`config.mk`:
```
export PLATFORM = sky130hd
export DESIGN_NAME = popcount_accum7_flat
export DESIGN_NICKNAME = d
export VERILOG_FILES = /design/src/rtl/popcount_accum7_if.sv /design/src/rtl/popcount_accum7.sv /design/src/flat_wrapper.sv
export SDC_FILE = /design/constraint.sdc
export NUM_CORES = 1
export LEC_CHECK = 0
export ABC_AREA = 1
export CAP_MARGIN = 20
export CELL_PAD_IN_SITES_DETAIL_PLACEMENT = 0
export CELL_PAD_IN_SITES_GLOBAL_PLACEMENT = 1
export CORE_MARGIN = 5
export CORE_UTILIZATION = 30
export CTS_CLUSTER_DIAMETER = 60
export CTS_CLUSTER_SIZE = 25
export DETAILED_ROUTE_END_ITERATION = 6
export GPL_TIMING_DRIVEN = 0
export PLACE_DENSITY_LB_ADDON = 0.12
export SLEW_MARGIN = 20
export SYNTH_ARGS = -nofsm -noshare
export SYNTH_HDL_FRONTEND = slang
export SYNTH_SLANG_ARGS = --single-unit
```
`constraint.sdc`:
```
create_clock -name clk -period 4.9 [get_ports clk]
set_input_delay 1.47 -clock clk [delete_from_list [all_inputs] [get_ports clk]]
set_output_delay 1.47 -clock clk [all_outputs]
set_load 0.01 [all_outputs]
```
`src/rtl/popcount_accum7_if.sv`:
```
// rtl/popcount_accum7_if.sv - input word stream and frame result handshake for popcount_accum7
interface popcount_accum7_if #(
  parameter int ACC_W = 10,
  parameter int LEN_W = 8
);
  logic             in_valid;
  logic             in_ready;
  logic [6:0]       in_data;
  logic             in_last;
  logic             out_valid;
  logic             out_ready;
  logic [ACC_W-1:0] out_count;
  logic [LEN_W-1:0] out_words;
  logic             out_sat;

  modport master (
    output in_valid, in_data, in_last, out_ready,
    input  in_ready, out_valid, out_count, out_words, out_sat
  );

  modport slave (
    input  in_valid, in_data, in_last, out_ready,
    output in_ready, out_valid, out_count, out_words, out_sat
  );
endinterface

```
`src/rtl/popcount_accum7.sv`:
```
// rtl/popcount_accum7.sv - per-frame saturating sum of 7-bit population counts
module counter7 (
  input  logic [6:0] data,
  output logic [2:0] count
);
  always_comb begin
    count = '0;
    for (int i = 0; i < 7; i++) count = count + {2'b00, data[i]};
  end
endmodule

module popcount_accum7 #(
  parameter int ACC_W = 10,
  parameter int LEN_W = 8
) (
  input logic          clk,
  input logic          rst,
  popcount_accum7_if.slave bus
);
  typedef enum logic {ACCUM, HOLD} state_t;

  state_t           state;
  logic [ACC_W-1:0] acc;
  logic [LEN_W-1:0] words;
  logic             sat;
  logic             out_valid_r;
  logic [ACC_W-1:0] out_count_r;
  logic [LEN_W-1:0] out_words_r;
  logic             out_sat_r;

  logic [2:0]       cnt;
  logic [ACC_W:0]   acc_sum;
  logic             acc_ovf;
  logic             wrd_ovf;
  logic [ACC_W-1:0] acc_n;
  logic [LEN_W-1:0] wrd_n;
  logic             in_ready;
  logic             accept;

  counter7 u_counter7 (
    .data  (bus.in_data),
    .count (cnt)
  );

  // One spare bit on the sum catches the carry out used for clamping.
  assign acc_sum  = {{(ACC_W-2){1'b0}}, cnt} + {1'b0, acc};
  assign acc_ovf  = acc_sum[ACC_W];
  assign acc_n    = acc_ovf ? '1 : acc_sum[ACC_W-1:0];
  assign wrd_ovf  = &words;
  assign wrd_n    = wrd_ovf ? words : words + LEN_W'(1);

  assign in_ready = (state == ACCUM) && !rst;
  assign accept   = bus.in_valid && in_ready;

  assign bus.in_ready  = in_ready;
  assign bus.out_valid = out_valid_r;
  assign bus.out_count = out_count_r;
  assign bus.out_words = out_words_r;
  assign bus.out_sat   = out_sat_r;

  always_ff @(posedge clk) begin
    if (rst) begin
      state       <= ACCUM;
      acc         <= '0;
      words       <= '0;
      sat         <= 1'b0;
      out_valid_r <= 1'b0;
      out_count_r <= '0;
      out_words_r <= '0;
      out_sat_r   <= 1'b0;
    end else begin
      case (state)
        ACCUM: begin
          if (accept) begin
            if (bus.in_last) begin
              out_count_r <= acc_n;
              out_words_r <= wrd_n;
              out_sat_r   <= sat | acc_ovf | wrd_ovf;
              out_valid_r <= 1'b1;
              acc         <= '0;
              words       <= '0;
              sat         <= 1'b0;
              state       <= HOLD;
            end else begin
              acc   <= acc_n;
              words <= wrd_n;
              sat   <= sat | acc_ovf | wrd_ovf;
            end
          end
        end
        HOLD: begin
          // Result data stays put after the handshake until the next frame ends.
          if (bus.out_ready) begin
            out_valid_r <= 1'b0;
            state       <= ACCUM;
          end
        end
        default: state <= ACCUM;
      endcase
    end
  end
endmodule
```
`src/flat_wrapper.sv`:
```
// flat-port wrapper written by rule: the top's interface ports become plain ports
module popcount_accum7_flat 
#(
  parameter int ACC_W = 10,
  parameter int LEN_W = 8
)
  (clk, rst, bus_in_valid, bus_in_data, bus_in_last, bus_out_ready, bus_in_ready, bus_out_valid, bus_out_count, bus_out_words, bus_out_sat);
  popcount_accum7_if #(.ACC_W(ACC_W), .LEN_W(LEN_W)) bus_i ();
  input logic clk;
  input logic rst;
  input wire logic [$bits(bus_i.in_valid)-1:0] bus_in_valid;
  input wire logic [$bits(bus_i.in_data)-1:0] bus_in_data;
  input wire logic [$bits(bus_i.in_last)-1:0] bus_in_last;
  input wire logic [$bits(bus_i.out_ready)-1:0] bus_out_ready;
  output wire logic [$bits(bus_i.in_ready)-1:0] bus_in_ready;
  output wire logic [$bits(bus_i.out_valid)-1:0] bus_out_valid;
  output wire logic [$bits(bus_i.out_count)-1:0] bus_out_count;
  output wire logic [$bits(bus_i.out_words)-1:0] bus_out_words;
  output wire logic [$bits(bus_i.out_sat)-1:0] bus_out_sat;
  assign bus_i.in_valid = bus_in_valid;
  assign bus_i.in_data = bus_in_data;
  assign bus_i.in_last = bus_in_last;
  assign bus_i.out_ready = bus_out_ready;
  assign bus_in_ready = bus_i.in_ready;
  assign bus_out_valid = bus_i.out_valid;
  assign bus_out_count = bus_i.out_count;
  assign bus_out_words = bus_i.out_words;
  assign bus_out_sat = bus_i.out_sat;
  popcount_accum7 #(.ACC_W(ACC_W), .LEN_W(LEN_W)) u_core (.clk(clk), .rst(rst), .bus(bus_i));
endmodule
```
==> flow_summary.json <==
{
  "cp-end-kind": "flop",
  "port_buffers": 32,
  "min_period_over_period": 0.949,
  "slew_headroom": 0.649,
  "crit_path_start": "bus_in_data[1]",
  "cts_buffers": 5,
  "grt_pass1_wl_mm": 9.24,
  "insertion_delay_ns": 0.29,
  "status": "finished, final reports clean",
  "peakVddDrop_mv": 0.140,
  "rows": 31,
  "gp_congestion": 0.789,
  "finalHoldViolCount": 0,
  "fin_setup_tns_ns": 0,
  "syn_inst": 303,
  "fin_area_sq_um": 2800,
  "synth-adder-area-share": 0.0824,
  "worstHoldStart": "u_core.sat",
  "fp.dieH_um": 95.4,
  "grt_max_degree": 13,
  "fin_cells": 443,
  "synth_mux_area_frac": 0,
  "drcViolationCount": 0,
  "synthXorXnorAreaFrac": 0.0200,
  "wire_per_inst_um": 12.4,
  "wl_mm": 5.51,
  "worst_pin_slew_ns": 0.526,
  "period_needed_ns": 4.65,
  "ys_types": 29,
  "cts_tree": "built",
  "vias": 1986,
  "synth-seq-area-share": 0.366,
  "finalNetCount": 367,
  "drt_iter0_drc": 109,
  "report.final.slew_viol_count": 0,
  "path_class": "input port to flop",
  "hpwl_mm": 4.05,
  "ant_nets": 0,
  "synth_compound_area_frac": 0.156,
  "syn_area_per_cell_sq_um": 7.22,
  "dp.cells": 434,
  "vias_per_cell": 4.48,
  "placed_area_sq_um": 2630,
  "grt_usage": 0.132,
  "cts_buffer_depth": 2,
  "n_antenna_cell": 0,
  "drv_cap": 0,
  "grt_pass1_vias": 1917,
  "core_area_sq_um": 7180,
  "grt_overflow": 0,
  "cp-start-kind": "input port",
  "antenna_found_initial": 0,
  "reg2reg_from": "u_core.acc[0]",
  "rsz0062_at_grt": "false",
  "initial_core_util": 0.305,
  "clock_skew_ns": 0.00341,
  "setup_viol": 0,
  "arrival_ns": 4.81,
  "drive_above_1_share": 0.102,
  "fin_util": 0.390,
  "die_area_sq_um": 9100,
  "h-tree-depth": 2,
  "synth_nets": 327,
  "postCtsSetupRepairBufs": 0,
  "yosys_register_bits": 40,
  "syn_to_final_growth_pct": 27.8,
  "cts_sinks": 40,
  "synth_top_family_by_area": "simple AND/OR/NAND/NOR gates",
  "dr.pass1.iters": 4,
  "leakage_uw": 0.00131,
  "cts-root-buf": "clkbuf_8",
  "powerDensity_nw_per_um2": 269,
  "cp_max_fo": 5,
  "yosys_warnings": 0,
  "worst_ep_required_time_ns": 5.06,
  "syn-cell-area_sq_um": 2190,
  "fmax_ghz": 0.215,
  "synthSimpleGateAreaFrac": 0.271,
  "clkSlewWorstSetupHoldPaths_ns": 0.08,
  "pin_count": 33,
  "die_w_um": 95.4,
  "min_path_type": "flop to flop"
}
## cells by family after synthesis
family	count (synthesis)
and+or+nand+nor	130
xor gates and xnor gates	5
AOI/OAI and AO/OA	60
buffers and inverters	56
DFF	40
adders and majority gates	12
## final cells by class
type / instances / area, sq um
clock buffer: 6 / 72.6
clock inverter: 2 / 35.0
timing repair buffer: 32 / 323
inverter: 46 / 174
sequential: 40 / 801
tap: 99 / 124
buffer: 10 / 55.1
multi-input combinational: 208 / 1210
fill: 774 / 4380
## state kept, by name (all words and copies together), names as in the netlist
name                  cells
u_core.state              1
u_core.bus.out_words      8
u_core.bus.out_count     10
u_core.words              8
u_core.bus.out_valid      1
u_core.bus.out_sat        1
u_core.sat                1
u_core.acc               10
## worst paths after layout
path	to	slack [ns]	cells after the start
max	u_core.acc[6]	0.25	16
min	u_core.sat	0.47	2
max reg2reg	u_core.acc[6]	2.47	13
min reg2reg	u_core.sat	0.47	2
## critical path, stage by stage
cell	delay, ns
clkdlybuf4s50_1	0.42
fa_1	0.50
inv_1	0.05
fa_1	0.49
fa_1	0.41
inv_1	0.06
ha_2	0.19
inv_1	0.06
fa_2	0.35
nand3b_1	0.23
nand2_4	0.15
nand2_1	0.09
o21ai_2	0.18
inv_1	0.06
nand2_1	0.05
a21oi_1	0.05
## cells in the mapped netlist
library cell  number  area [sq um]
nand4_1            1          6.26
dfxtp_1           40           801
clkinv_1           1          3.75
o21ai_0           22           110
clkbuf_1           2          7.51
nor3_4             1          16.3
a21o_1             1          7.51
buf_2              5          25.0
buf_4              1          7.51
clkinv_2           1          5.00
nor2_4             1          11.3
a21oi_1           22           110
nor2_2             1          6.26
buf_6              1          11.3
nand3b_1           3          22.5
buf_1              1          3.75
nand3b_4           1          20.0
nand2_1           80           300
inv_1             44           165
a21oi_2            1          8.76
fa_1               4          80.1
xor2_1             5          43.8
nand3_1           22           110
ha_1               8           100
or2_0              1          6.26
nand2_2            3          18.8
nand3_4            1          17.5
o21bai_1          14           105
nor2_1            15          56.3
## cells in the final DEF (no fill, tap or decap), types with 4 or more instances in the layout
cell type | synthesis | layout
o21bai_1 | 14 | 14
dfxtp_1 | 40 | 40
inv_1 | 44 | 44
clkdlybuf4s50_1 | 0 | 31
nand2_1 | 80 | 78
nand3_2 | 0 | 4
clkbuf_8 | 0 | 5
nor2_1 | 15 | 15
o21ai_0 | 22 | 20
ha_1 | 8 | 7
xor2_1 | 5 | 5
buf_2 | 5 | 5
nand3_1 | 22 | 18
nand2_2 | 3 | 4
a21oi_1 | 22 | 22
## timing repair
item	4_1_cts	5_1_grt
resized for setup	1	13
endpoints found under the hold margin	0	0
gates cloned	0	1
pin swaps	0	4
setup endpoints to repair	1	22
hold buffers	0	0
## per-layer routing
metal	GRT usage	share of wire	up-vias
met1	0.175	0.48	902
met3	0.0292	0.038	6
li1	-	-	1044
met4	0.0355	0.0093	0
met5	0	0	-
met2	0.216	0.47	34
## per-stage QoR
stage / setup WS, ns / total power [uW] / hold WS [ns]
3_3_place_gp: -0.314 / 491 / 0.457
6_report: 0.251 / 753 / 0.468
4_1_cts: 0.0314 / 764 / 0.476
3_5_place_dp: -0.351 / 489 / 0.460
2_1_floorplan: 0.457 / 435 / 0.438
5_1_grt: 0.0546 / 808 / 0.491
## power breakdown
group,leakage (uW),total (uW),switching (uW),internal (uW)
clock,0.0000552,269,118,151
sequential,0.000325,342,6.17,336
combinational,0.000934,142,77.6,64.5
total,0.00131,753,201,551
(Power assumes the default switching activity.)
==> RTL change 1: new RTL, same flow settings <==
`ACC_W` is set to 10 in 3 places; all go to 20.
--- a/src/rtl/popcount_accum7_if.sv
+++ b/src/rtl/popcount_accum7_if.sv
@@ -2,3 +2,3 @@
 interface popcount_accum7_if #(
-  parameter int ACC_W = 10,
+  parameter int ACC_W = 20,
   parameter int LEN_W = 8
--- a/src/rtl/popcount_accum7.sv
+++ b/src/rtl/popcount_accum7.sv
@@ -12,3 +12,3 @@
 module popcount_accum7 #(
-  parameter int ACC_W = 10,
+  parameter int ACC_W = 20,
   parameter int LEN_W = 8
--- a/src/flat_wrapper.sv
+++ b/src/flat_wrapper.sv
@@ -3,3 +3,3 @@
 #(
-  parameter int ACC_W = 10,
+  parameter int ACC_W = 20,
   parameter int LEN_W = 8
Ports: changed (resized bus_out_count); port bits go from 33 to 43. No check against the original RTL was run, so the function may have changed too.
==> RTL change 1 against the original RTL <==
  * Final area grew 48%
  * Routed wire length grew 64%
  * Clock skew grew 0.0021 ns
  * Sequential share of layout area grew 0.35 points
  * Total power grew 52%
  * Synthesized area grew 53%
  * Sequential cell count grew 20
  * Die area grew 47%
  * Setup slack lost 0.085 ns
  * Largest power group unchanged
==> RTL change 1: results (changes against the original RTL) <==
Detailed routing
  – Drt total wl: 9.06 mm (+64%)
  – DRT Pass-1 Iters: 4 (unchanged)
  – Vias: 2,990 (+51%)
  – DRT iter0 DRCs: 128 (+17%)

Global route
  – Initial antenna violation count: 0 (unchanged)
  – First-pass GRT wire length: 15.1 mm (+64%)
  – GRT Total Usage: 14.6% (+1.4 points)
  – Largest net degree at the start of global routing: 11 (-2)
  – Vias in the first global route: 3,065 (+60%)

Power and ir drop
  – Max rail drop VDD: 0.000203 V (+45%)
  – Psw: 306 uW (+52%)
  – Leakage: 1.83 nW (+39%)

Synthesis
  – Register area share after synthesis: 35.9% (-0.69 points)
  – Top post-synthesis cells by count: 115 x nand2_1, 60 x dfxtp_1, 58 x inv_1
  – Largest cells by area after synthesis: dfxtp_1 36%, nand2_1 13%, inv_1 6.5%, nand3_1 4.5%, o21ai_0 4.5%
  – Cell variety after synth: 33 (+14%)
  – Syn nets: 489 (+50%)
  – Post-synthesis xor/xnor area fraction: 2.36% (+0.36 points)
  – YS warnings: 0 (unchanged)
  – Adder-Cell Fraction of Synth Area: 5.39% (-2.8 points)
  – Ys async rst share: 0% (unchanged)
  – Post-synthesis compound-gate area fraction: 15.7% (+0.10 points)

Final layout
  – Fraction of layout cells with a size suffix above 1: 13.8% (+3.6 points)
  – Commonest non-fill, non-tap cell in the layout: nand2_1
  – Final nets: 541 (+47%)
  – # diodes: 0 (unchanged)

Clock network
  – Worst skew pair latency: 0.34 ns (+0.05 ns)
  – CTS buffer count: 9 (+4)
  – Root Driver: clkbuf_8
  – CTS max path bufs: 2 (unchanged)
  – H-tree depth: 3 (+1)
  – Worst-path clk slew: 0.07 ns

Placed design
  – Post-DP HPWL: 6.84 mm (+69%)
  – DP Area: 0.00393 mm2 (+49%)
  – Gp weighted congestion: 0.823 (+4.2%)
  – I/O Buffers: 41 (+28%)

Hold path
  – HP Class: flip-flop to flip-flop

STA
  – Slew of the pin with the lowest slew margin: 0.743 ns (+0.217 ns)
  – Skew final: 0.00548 ns (+0.00207 ns)

Worst setup path
  – WP data arrival: 4.98 ns (+0.17 ns)
  – Critical Path Fanout Max: 10 (+5)

Status
  – Run status: completed
RTL change 1: cell count changes after synthesis, sizes merged, moves of 4 or more:
cell and change:
dfxtp +20, inv +16, o21bai +6, nand4 +4
nor2 +16, o21ai +8, clkbuf +7, a21oi +13
nand3 +13, nand2 +48
RTL change 1: metrics by stage:
stage               std cells  worst slack, ns  util (%)  hold slack [ns]  power, mW
floorplan                 465            0.483         -            0.456      0.627
global placement          646           -0.333      36.1            0.458      0.695
detailed placement        646           -0.357      36.1            0.464      0.695
CTS                       662          0.00883      37.9            0.475       1.17
global route              662           0.0162      38.0            0.498       1.21
finish                    662            0.166      38.0            0.465       1.15
RTL change 1: area by class of cell:
cell class	instances	area, um2
Inverter	60	225
Multi-Input combinational cell	325	1820
Buffer	20	105
Clock inverter	4	47.5
Tap cell	140	175
Fill cell	1166	6750
Clock buffer	12	155
Timing Repair Buffer	41	410
Sequential cell	60	1200
RTL change 1: worst max-delay path, stage by stage:
cell and delay [ns]:
clkdlybuf4s50_1 0.44, fa_1 0.54, inv_1 0.05, fa_1 0.46, fa_1 0.49, inv_1 0.04, ha_1 0.21, fa_2 0.39
nand3_1 0.12, nand2_2 0.12, nand2_4 0.13, buf_6 0.19, nand3_2 0.13, o21bai_1 0.14, inv_1 0.05
RTL change 1: path summary, 6_finish.rpt:
kind / slack [ns] / to / startpoint / depth (start not counted)
hold / removal: 0.47 / u_core.bus.out_valid / u_core.bus.out_valid / 2
setup / recovery: 0.17 / u_core.bus.out_count[11] / bus_in_data[0] / 15
setup reg to reg: 2.39 / u_core.bus.out_count[11] / u_core.acc[0] / 12
hold reg to reg: 0.47 / u_core.bus.out_valid / u_core.bus.out_valid / 2
RTL change 1: logic make-up (layout without fill, tap and decap cells):
| logic type | after synthesis | count (layout) |
|---|---|---|
| fa+ha+maj | 12 | 12 |
| compound gates | 87 | 87 |
| simple gates | 217 | 217 |
| buf+inv | 80 | 137 |
| flops | 60 | 60 |
| xor+xnor | 9 | 9 |
RTL change 1: repair_timing:
action	CTS	global route
resized for setup	0	3
endpoints found under the setup margin	0	21
buffers inserted	0	0
endpoints found under the hold margin	0	0
RTL change 1: per-layer routing:
metal,share of wire (%),vias to the layer above,track usage (%)
met3,3.7,8,3.71
met1,48,1349,19.0
met2,47,46,24.0
met5,0,-,0
li1,-,1587,-
met4,1.1,0,3.99
RTL change 1: power by group through the flow:
stage	combinational, mW	clock [mW]	sequential (mW)
finish	0.173	0.463	0.510
global route	0.198	0.502	0.512
CTS	0.175	0.482	0.511
detailed placement	0.174	0	0.522
global placement	0.174	0	0.522
floorplan	0.101	0	0.527
==> RTL change 2: new RTL, config.mk and constraints unchanged <==
Without the edit above. Make the reset (`rst`) asynchronous in one clocked block.
--- a/src/rtl/popcount_accum7.sv
+++ b/src/rtl/popcount_accum7.sv
@@ -60,3 +60,3 @@
 
-  always_ff @(posedge clk) begin
+  always_ff @(posedge clk or posedge rst) begin
     if (rst) begin
Formal check against the unedited RTL: differs if rst is asserted again (counterexample within 4 cycles, from zero or initial values and one cycle with rst high); with rst held inactive, the same outputs for 4 cycles.
==> RTL change 2 against the original RTL <==
  * Setup slack worse by 0.060 ns
  * Final area increased by 2.1%
  * Largest cell class unchanged
  * Synthesized area up 4.7%
  * Clock skew increased by 0.0068 ns
  * Critical endpoint is now u_core.bus.out_count[7]
  * Global-route usage down 1.3 points
  * Critical path type unchanged
  * Die area up 4.2%
  * Routed wire length fell by 3.2%
  * Sequential cell count stayed put
Power is not compared: it rests on default switching activity, and its combinational part moved more than twofold at a synthesized area within 25%.
==> RTL change 2: results (changes against the original RTL) <==
Synthesis
  – Post-synthesis instance total: 284 (-6.3%)
  – Ys async rst share: 100% (+100 points)
  – Top post-synthesis cells by count: 117 x nand2_1, 40 x dfrtp_1, 32 x inv_1
  – Post-synthesis xor/xnor area fraction: 1.53% (-0.47 points)
  – Syn nets: 308 (-5.8%)
  – Largest cells by area after synthesis: dfrtp_1 44%, nand2_1 19%, inv_1 5.2%, ha_1 4.4%, fa_1 3.5%
  – Adder-Cell Fraction of Synth Area: 7.87% (-0.37 points)
  – Ys flop type: dfrtp_1

Worst setup path
  – WP data arrival: 4.94 ns (+0.13 ns)
  – Slowest Stage Delay on Critical Path: 0.54 ns (+0.04 ns)
  – Setup crit start: bus_in_data[0]
  – Critical Path Fanout Max: 9 (+4)
  – RR Startpoint: u_core.acc[0]

Final layout
  – Non-clock inverters: 37 (-20%)
  – Fraction of layout cells with a size suffix above 1: 12.0% (+1.8 points)
  – Final nets: 348 (-5.2%)
  – Multi-input gate count: 202 (-2.9%)
  – Clk cell area share: 3.24% (-0.61 points)
  – FF+latch count: 40 (unchanged)
  – Non-clock buffer share: 13.4% (-0.15 points)

Global route
  – GRT Total Usage: 11.9% (-1.3 points)
  – First-pass GRT wire length: 9.28 mm (+0.44%)

STA
  – Skew final: 0.0103 ns (+0.00685 ns)
  – Tcrit/Tclk final: 96.1% (+1.2 points)
  – Rel. slew slack: 66.6% (+1.7 points)

Detailed routing
  – M1 WL: 2.87 mm (+7.9%)
  – WL met2: 2.22 mm (-14%)
  – DRT iter0 DRCs: 46 (-58%)
  – DRT Pass-1 Iters: 5 (+1)
  – Drt total wl: 5.34 mm (-3.2%)
  – Met3 Wirelength: 213 um (+1.9%)

Clock network
  – Post-CTS resize count: 0 (-1)

Status
  – Run status: completed
[RTL change 2: cell count changes after synthesis, sizes merged, moves of 2 or more]
cell / unedited run / this run
buf: 8 / 5
dfxtp: 40 / 0
clkinv: 2 / 0
dfrtp: 0 / 40
inv: 44 / 37
clkbuf: 2 / 0
o22ai: 0 / 2
nand3b: 4 / 1
nand2: 83 / 120
o21bai: 14 / 0
a21oi: 23 / 2
nor2: 17 / 13
o21ai: 22 / 20
[RTL change 2: how the worst min path moves through the flow]
stage	from	to	slack, ns
CTS	u_core.bus.out_valid	u_core.bus.out_valid	0.49
finish	u_core.bus.out_valid	u_core.bus.out_valid	0.48
floorplan	u_core.acc[3]	u_core.acc[3]	0.46
detailed placement	u_core.bus.out_words[0]	u_core.bus.out_words[0]	0.47
global placement	u_core.bus.out_count[7]	u_core.bus.out_count[7]	0.46
global route	u_core.bus.out_valid	u_core.bus.out_valid	0.51
